--- config.mk ---
export PLATFORM = sky130hd
export DESIGN_NAME = ascii_hex_parser
export DESIGN_NICKNAME = d
export VERILOG_FILES = /design/src/rtl/ascii_hex_parser.sv
export SDC_FILE = /design/constraint.sdc
export NUM_CORES = 1
export LEC_CHECK = 0
export BUFFER_PORTS_ARGS = -buffer_cell sky130_fd_sc_hd__buf_2
export CAP_MARGIN = 10
export CORE_MARGIN = 2
export CORE_UTILIZATION = 49
export DETAILED_ROUTE_END_ITERATION = 10
export PLACE_DENSITY = 0.74
export SETUP_SLACK_MARGIN = 0.2
export SLEW_MARGIN = 20
export SYNTH_ARGS = -nofsm -noshare
export SYNTH_HDL_FRONTEND = slang
export SYNTH_SLANG_ARGS = --single-unit
export TNS_END_PERCENT = 1
--- constraint.sdc ---
create_clock -name clk -period 2.5 [get_ports clk]
set_input_delay 0.5 -clock clk [delete_from_list [all_inputs] [get_ports clk]]
set_output_delay 0.5 -clock clk [all_outputs]
set_load 0.02 [all_outputs]
--- src/rtl/ascii_hex_parser.sv ---
// ASCII hex-run to binary word parser: digits accumulate MSB-first, a delimiter
// closes the word onto a valid/ready output, stray characters pulse err_invalid.
module ascii_hex_parser #(
  parameter int WORD_W     = 16,
  parameter int MAX_DIGITS = WORD_W / 4
) (
  input  logic              clk,
  input  logic              rst_n,
  input  logic [7:0]        char_in,
  input  logic              char_valid,
  output logic              char_ready,
  output logic [WORD_W-1:0] word_out,
  output logic [3:0]        word_digits,
  output logic              word_ovf,
  output logic              word_valid,
  input  logic              word_ready,
  output logic              err_invalid,
  output logic [1:0]        dbg_state
);

  // Handshakes: a character moves on an edge with char_valid & char_ready,
  // a word moves on an edge with word_valid & word_ready; the sender holds
  // its payload stable until that edge.

  typedef enum logic [1:0] {
    S_IDLE  = 2'd0,
    S_ACCUM = 2'd1,
    S_HOLD  = 2'd2
  } state_t;

  localparam logic [3:0] MAX_CNT = 4'(MAX_DIGITS);

  state_t            r_state, w_state_nxt;
  logic [WORD_W-1:0] r_acc, w_acc_nxt;
  logic [WORD_W-1:0] r_word, w_word_nxt;
  logic [3:0]        r_count, w_count_nxt;
  logic [3:0]        r_digits, w_digits_nxt;
  logic              r_ovf, w_ovf_nxt;
  logic              r_wovf, w_wovf_nxt;
  logic              r_wvalid, w_wvalid_nxt;
  logic              r_err, w_err_nxt;

  logic       w_is_num, w_is_alpha, w_is_hex, w_is_delim, w_accept;
  logic [3:0] w_nib;

  assign w_is_num   = (char_in >= 8'h30) && (char_in <= 8'h39);
  assign w_is_alpha = ((char_in >= 8'h41) && (char_in <= 8'h46)) ||
                      ((char_in >= 8'h61) && (char_in <= 8'h66));
  assign w_is_hex   = w_is_num || w_is_alpha;
  assign w_is_delim = (char_in == 8'h0D) || (char_in == 8'h0A) ||
                      (char_in == 8'h20) || (char_in == 8'h2C);
  // Both letter cases carry 1..6 in the low nibble for A..F.
  assign w_nib      = w_is_alpha ? (char_in[3:0] + 4'd9) : char_in[3:0];
  assign w_accept   = char_valid && (r_state != S_HOLD);

  always_comb begin
    w_state_nxt  = r_state;
    w_acc_nxt    = r_acc;
    w_count_nxt  = r_count;
    w_ovf_nxt    = r_ovf;
    w_word_nxt   = r_word;
    w_digits_nxt = r_digits;
    w_wovf_nxt   = r_wovf;
    w_wvalid_nxt = r_wvalid;
    w_err_nxt    = 1'b0;
    case (r_state)
      S_IDLE: begin
        if (w_accept) begin
          if (w_is_hex) begin
            w_acc_nxt   = WORD_W'(w_nib);
            w_count_nxt = 4'd1;
            w_state_nxt = S_ACCUM;
          end else if (!w_is_delim) begin
            w_err_nxt = 1'b1;
          end
        end
      end
      S_ACCUM: begin
        if (w_accept) begin
          if (w_is_hex) begin
            if (r_count < MAX_CNT) begin
              w_acc_nxt   = (r_acc << 4) | WORD_W'(w_nib);
              w_count_nxt = r_count + 4'd1;
            end else begin
              w_ovf_nxt = 1'b1;
            end
          end else if (w_is_delim) begin
            w_word_nxt   = r_acc;
            w_digits_nxt = r_count;
            w_wovf_nxt   = r_ovf;
            w_wvalid_nxt = 1'b1;
            w_state_nxt  = S_HOLD;
          end else begin
            w_err_nxt   = 1'b1;
            w_acc_nxt   = '0;
            w_count_nxt = 4'd0;
            w_ovf_nxt   = 1'b0;
            w_state_nxt = S_IDLE;
          end
        end
      end
      S_HOLD: begin
        if (word_ready) begin
          w_wvalid_nxt = 1'b0;
          w_acc_nxt    = '0;
          w_count_nxt  = 4'd0;
          w_ovf_nxt    = 1'b0;
          w_state_nxt  = S_IDLE;
        end
      end
      default: w_state_nxt = S_IDLE;
    endcase
  end

  always_ff @(posedge clk) begin
    if (!rst_n) begin
      r_state  <= S_IDLE;
      r_acc    <= '0;
      r_count  <= 4'd0;
      r_ovf    <= 1'b0;
      r_word   <= '0;
      r_digits <= 4'd0;
      r_wovf   <= 1'b0;
      r_wvalid <= 1'b0;
      r_err    <= 1'b0;
    end else begin
      r_state  <= w_state_nxt;
      r_acc    <= w_acc_nxt;
      r_count  <= w_count_nxt;
      r_ovf    <= w_ovf_nxt;
      r_word   <= w_word_nxt;
      r_digits <= w_digits_nxt;
      r_wovf   <= w_wovf_nxt;
      r_wvalid <= w_wvalid_nxt;
      r_err    <= w_err_nxt;
    end
  end

  assign char_ready  = (r_state != S_HOLD);
  assign word_out    = r_word;
  assign word_digits = r_digits;
  assign word_ovf    = r_wovf;
  assign word_valid  = r_wvalid;
  assign err_invalid = r_err;
  assign dbg_state   = r_state;

endmodule

==> results.yml, run 1 <==
routing:
  detail-route-antenna-nets: 0
  wl_per_cell_um: 12.19
  wirelength_mm: 4.317
  vias_per_cell: 5.302
  firstDrtPassIters: 4
  vias: 1877
  drcViolationCount: 0
  drtIter0Drc: 104
global_routing:
  grt_pass1_wl_mm: 7.562
  grt_max_degree: 51
  grt.overflow.total: 0
  track_usage: 0.1871
  grt_pass1_vias: 1748
  antenna_found_initial: 0
timing:
  setup_violations: 0
  slew_violations: 0
  rsz0062_at_grt: "yes"
  min_period_ns: 2.181
  relSlewSlack: 0.7117
  fin_crit_sh: 0.8722
  finalHoldViolCount: 0
  worst_slack_ns: 0.3195
  clock_skew_ns: 0.004125
  fmax_mhz: 458.6
  max_slew.worst_pin.slew_ns: 0.4325
place:
  io_buffers: 37
  placed_cell_area_um2: 2445
  dp_hpwl_mm: 3.077
  place_inst: 346
  gp_congestion: 0.8748
  post-place-ws_ns: -0.03772
clock_tree:
  clock_latency_ns: 0.29
  clk_pin_slew_ns: 0.08
  htreeDepth: 2
  numCtsBuffers: 5
  cts-hold-fix-buffers: 0
  clock-sinks: 46
  cts_root_buffer: "clkbuf_8"
  cts_buffer_depth: 2
  cts_setup_buffers: 0
  cts_tree: "done"
power:
  p_total_uw: 1283
  comb_power_share: 0.077
  peakVddDrop_v: 0.0003319
  p_switching_uw: 308.3
  p_per_area_nw_per_um2: 504.6
  p_int_uw: 975.1
  p_seq_frac: 0.577
  swShare: 0.2402
  leakage_uw: 0.001000
  pwr-share-clk: 0.346
worst_setup_path:
  path_class: "in2reg"
  crit_path_cell_trace: "buf_2 > inv_1 > ha_1 > o21bai_1 > a2111oi_2 > buf_4 > o21ai_2 > buf_4 > nor3_1 > or4_1 > a21boi_0"
  crit_path_frequent_cell: "buf_4"
  end_kind: "flop"
  slowest_stage: "or4_1"
  critPathRequiredTime_ns: 2.72
  start_kind: "input port"
  worstPathArrival_ns: 2.40
  worstPathMaxFanout: 5
  max_stage_delay_ns: 0.45
die:
  die_area_um2: 4906
  placementRows: 24
  die_y_um: 70.04
  dieWidth_um: 70.04
  start_util: 0.5012
  core_um2: 4264
  pin_count: 38
layout:
  diodes: 0
  instances_no_fill: 354
  drive_gt1_frac: 0.2219
  design_area_um2: 2544
  final_util: 0.5965
  nNetsFinal: 322
  final_cell_mix: "56 x nand2_1, 46 x dfxtp_1, 37 x buf_2"
  area_growth_pct: 19.03
  final_common_cell: "nand2_1"
synth:
  synth.distinct_cells: 40
  netlist_area_um2: 2137
  syn-num-nets: 280
  synth-warning-count: 0
  synth_top_area_frac: 0.4309
  synth_largest_area_cell: "dfxtp_1"
  synth_edf_count: 0
  synth_area_leaders: "dfxtp_1 43%, nand2_1 9.8%, a21boi_0 8.1%"
  synth-async-reset-ratio: 0
  synth_cells: 259
  ys.flop_type: "dfxtp_1"
  syn_avg_cell_area_um2: 8.251
  yosysSeqAreaShare: 0.4309
  yosys_register_bits: 46
flow_run:
  drv_cap: 0
min_path:
  hold_class: "reg2reg"
run_status:
  status: "completed"
==> layout make-up <==
cell class,instances,area [um2]
Clock inverter,2,13.76
Multi-Input combinational cell,190,1139
Inverter,6,22.52
Tap cell,52,65.06
Timing Repair Buffer,52,310.3
Sequential cell,46,920.9
Fill cell,411,1720
Clock buffer,6,72.57
==> kinds of logic after synthesis <==
group	synth area share
AND/OR/NAND/NOR	0.2599
AO/OA/AOI/OAI	0.2049
flip-flops	0.4309
buffers and inverters	0.04274
adder cells (fa/ha/maj)	0.05269
XOR/XNOR	0.004099
multiplexers	0.004684
==> Yosys cell counts (2+ instances only) <==
library cell,number
nand2_1,56
clkbuf_1,11
nor3_1,3
dfxtp_1,46
inv_1,6
and3_1,2
o21ai_0,23
o21a_1,3
ha_1,9
nor2_1,6
a21oi_1,2
buf_1,2
nor2b_1,2
or4_1,2
a21boi_0,23
nand3_1,32
nor4bb_1,2
nand2b_1,3
buf_2,4
o31ai_1,2
==> critical path, delay by kind of cell <==
kind | cells | cell delay, ns
AO/OA/AOI/OAI | 4 | 0.69
buffers and inverters | 4 | 0.51
AND/OR/NAND/NOR | 2 | 0.50
adder cells (fa/ha/maj) | 1 | 0.20
==> path summary, 6_finish.rpt <==
| check | start | slack, ns | cells past startpoint | endpoint |
|---|---|---|---|---|
| worst min-delay path | word_out[13]$_SDFFE_PN0P_ | 0.46 | 2 | word_out[13]$_SDFFE_PN0P_ |
| worst max-delay path | char_in[0] | 0.32 | 11 | r_ovf$_SDFFE_PN0P_ |
| worst max register to register | dbg_state[1]$_SDFFE_PN0P_ | 0.42 | 8 | r_count[2]$_SDFFE_PN0P_ |
| worst min register to register | word_out[13]$_SDFFE_PN0P_ | 0.46 | 2 | word_out[13]$_SDFFE_PN0P_ |
==> flip-flops by register name, summed over array words and instances, names as in the netlist, 2 cells and up <==
| name | flops |
|---|---|
| dbg_state | 2 |
| r_acc | 16 |
| r_count | 4 |
| word_digits | 4 |
| word_out | 16 |
==> timing repair <==
item | in CTS | in global routing
hold endpoints to repair | 0 | 0
setup endpoints to repair | 0 | 3
gates resized for setup | 0 | 3
==> metrics by stage <==
stage	hold slack (ns)	TNS, ns
global placement	0.4497	0
CTS	0.4663	0
detailed placement	0.4540	-0.03772
floorplan	0.4375	0
finish	0.4612	0
global route	0.4879	0
==> power by group through the flow <==
stage	combinational, uW	sequential [uW]	clock, uW
floorplan	59.5	759	0
global placement	95.9	757	0
detailed placement	96.5	757	0
CTS	96.6	740	460
global route	111	741	489
finish	99.0	740	444
==> metal layers <==
metal | wire, um | track usage | up-vias
met5 | 0 | 0 | -
met4 | 45 | 0.05128 | 0
met3 | 199 | 0.04040 | 4
met2 | 1899 | 0.2984 | 47
met1 | 2172 | 0.2573 | 849
li1 | - | - | 977
Note: power is estimated with default switching activity, not from simulation.
==> inputs of run 2 (changes only) <==
--- a/config.mk
+++ b/config.mk
@@ -10,6 +10,7 @@
 export CORE_MARGIN = 2
 export CORE_UTILIZATION = 49
 export DETAILED_ROUTE_END_ITERATION = 10
+export MAX_ROUTING_LAYER = met4
 export PLACE_DENSITY = 0.74
 export SETUP_SLACK_MARGIN = 0.2
 export SLEW_MARGIN = 20
==> results.yml, run 2 (synthesis gave the netlist of run 1 again) <==
die:
  die_area_um2: 4906
  placementRows: 24
  die_y_um: 70.04
  dieWidth_um: 70.04
  start_util: 0.5012
  pin_count: 38
  core_um2: 4264
place:
  placed_cell_area_um2: 2470
  post-place-ws_ns: -0.01463
  io_buffers: 37
  gp_congestion: 0.9019
  dp_hpwl_mm: 3.240
  place_inst: 346
global_routing:
  track_usage: 0.2004
  grt.overflow.total: 0
  grt_pass1_wl_mm: 7.762
  antenna_found_initial: 0
  grt_pass1_vias: 1716
  grt_max_degree: 56
clock_tree:
  cts_setup_buffers: 0
  clock-sinks: 46
  cts_root_buffer: "clkbuf_8"
  cts_tree: "done"
  clock_latency_ns: 0.30
  cts_buffer_depth: 2
  htreeDepth: 2
  cts-hold-fix-buffers: 0
  clk_pin_slew_ns: 0.09
  numCtsBuffers: 5
  cts.repair.resized: 0
layout:
  instances_no_fill: 354
  nNetsFinal: 322
  drive_gt1_frac: 0.2252
  final_common_cell: "nand2_1"
  design_area_um2: 2579
  diodes: 0
  final_cell_mix: "56 x nand2_1, 46 x dfxtp_1, 37 x buf_2"
  area_growth_pct: 20.67
timing:
  slew_violations: 0
  finalHoldViolCount: 0
  fmax_mhz: 456.5
  rsz0062_at_grt: "yes"
  tns_ns: 0
  worst_slack_ns: 0.3096
  clock_skew_ns: 0.004913
  relSlewSlack: 0.7635
  fin_crit_sh: 0.8762
  min_period_ns: 2.190
  setup_violations: 0
  max_slew.worst_pin.slew_ns: 0.3518
worst_setup_path:
  end_kind: "flop"
  critPathRequiredTime_ns: 2.74
  path_class: "in2reg"
  worstPathArrival_ns: 2.43
  start_kind: "input port"
  worstPathMaxFanout: 4
routing:
  drtIter0Drc: 190
  wl_per_cell_um: 12.86
  drcViolationCount: 0
  firstDrtPassIters: 4
  detail-route-antenna-nets: 0
  wirelength_mm: 4.553
  vias_per_cell: 5.387
  vias: 1907
power:
  p_per_area_nw_per_um2: 503.9
  p_total_uw: 1299
  peakVddDrop_v: 0.0003217
  leakage_uw: 0.001012
flow_run:
  drv_cap: 0
run_status:
  status: "completed"
min_path:
  hold_class: "reg2reg"
[run 2: cell counts in the layout (fill, tap and decap cells not counted)]
Identical to the previous run, type by type.
[run 2: final cells by class]
cell class | count | area, um2
clock buffers | 6 | 72.57
clock inverters | 2 | 13.76
fillers | 402 | 1685
inverters | 6 | 22.52
multi-input cells | 190 | 1149
flip-flops and latches | 46 | 920.9
well taps | 52 | 65.06
repair buffers | 52 | 335.3
[run 2: per-stage QoR]
stage	util	hold WS, ns
after global routing	0.6048	0.4792
final	0.6048	0.4612
after detailed placement	0.5792	0.4530
after floorplan	-	0.4375
after CTS	0.5995	0.4657
after global placement	0.5792	0.4485
[run 2: power by group]
| part | internal [uW] | switching (uW) |
|---|---|---|
| Combinational | 44.5 | 60.7 |
| Clock | 198 | 256 |
| Sequential | 737 | 3.73 |
[run 2: final timing paths]
kind	from	slack (ns)	depth (start not counted)	end
worst max register to register	dbg_state[1]$_SDFFE_PN0P_	0.37	8	r_count[2]$_SDFFE_PN0P_
worst min-delay path	word_out[4]$_SDFFE_PN0P_	0.46	2	word_out[4]$_SDFFE_PN0P_
worst min register to register	word_out[4]$_SDFFE_PN0P_	0.46	2	word_out[4]$_SDFFE_PN0P_
worst max-delay path	char_in[1]	0.31	9	r_count[2]$_SDFFE_PN0P_
[run 2: metal layers]
metal	GRT usage	vias to the layer above	part of all wire
li1	-	981	-
met2	0.2995	44	0.44
met3	0.04185	10	0.040
met1	0.2696	872	0.50
met5	-	-	0
met4	0.07265	0	0.023
[run 2: worst max-delay path: stages]
cell      delay, ns
buf_2          0.10
inv_1          0.11
ha_2           0.25
o21bai_2       0.09
a2111o_1       0.45
a31oi_4        0.21
nand4b_1       0.16
or4_1          0.42
a21boi_1       0.13
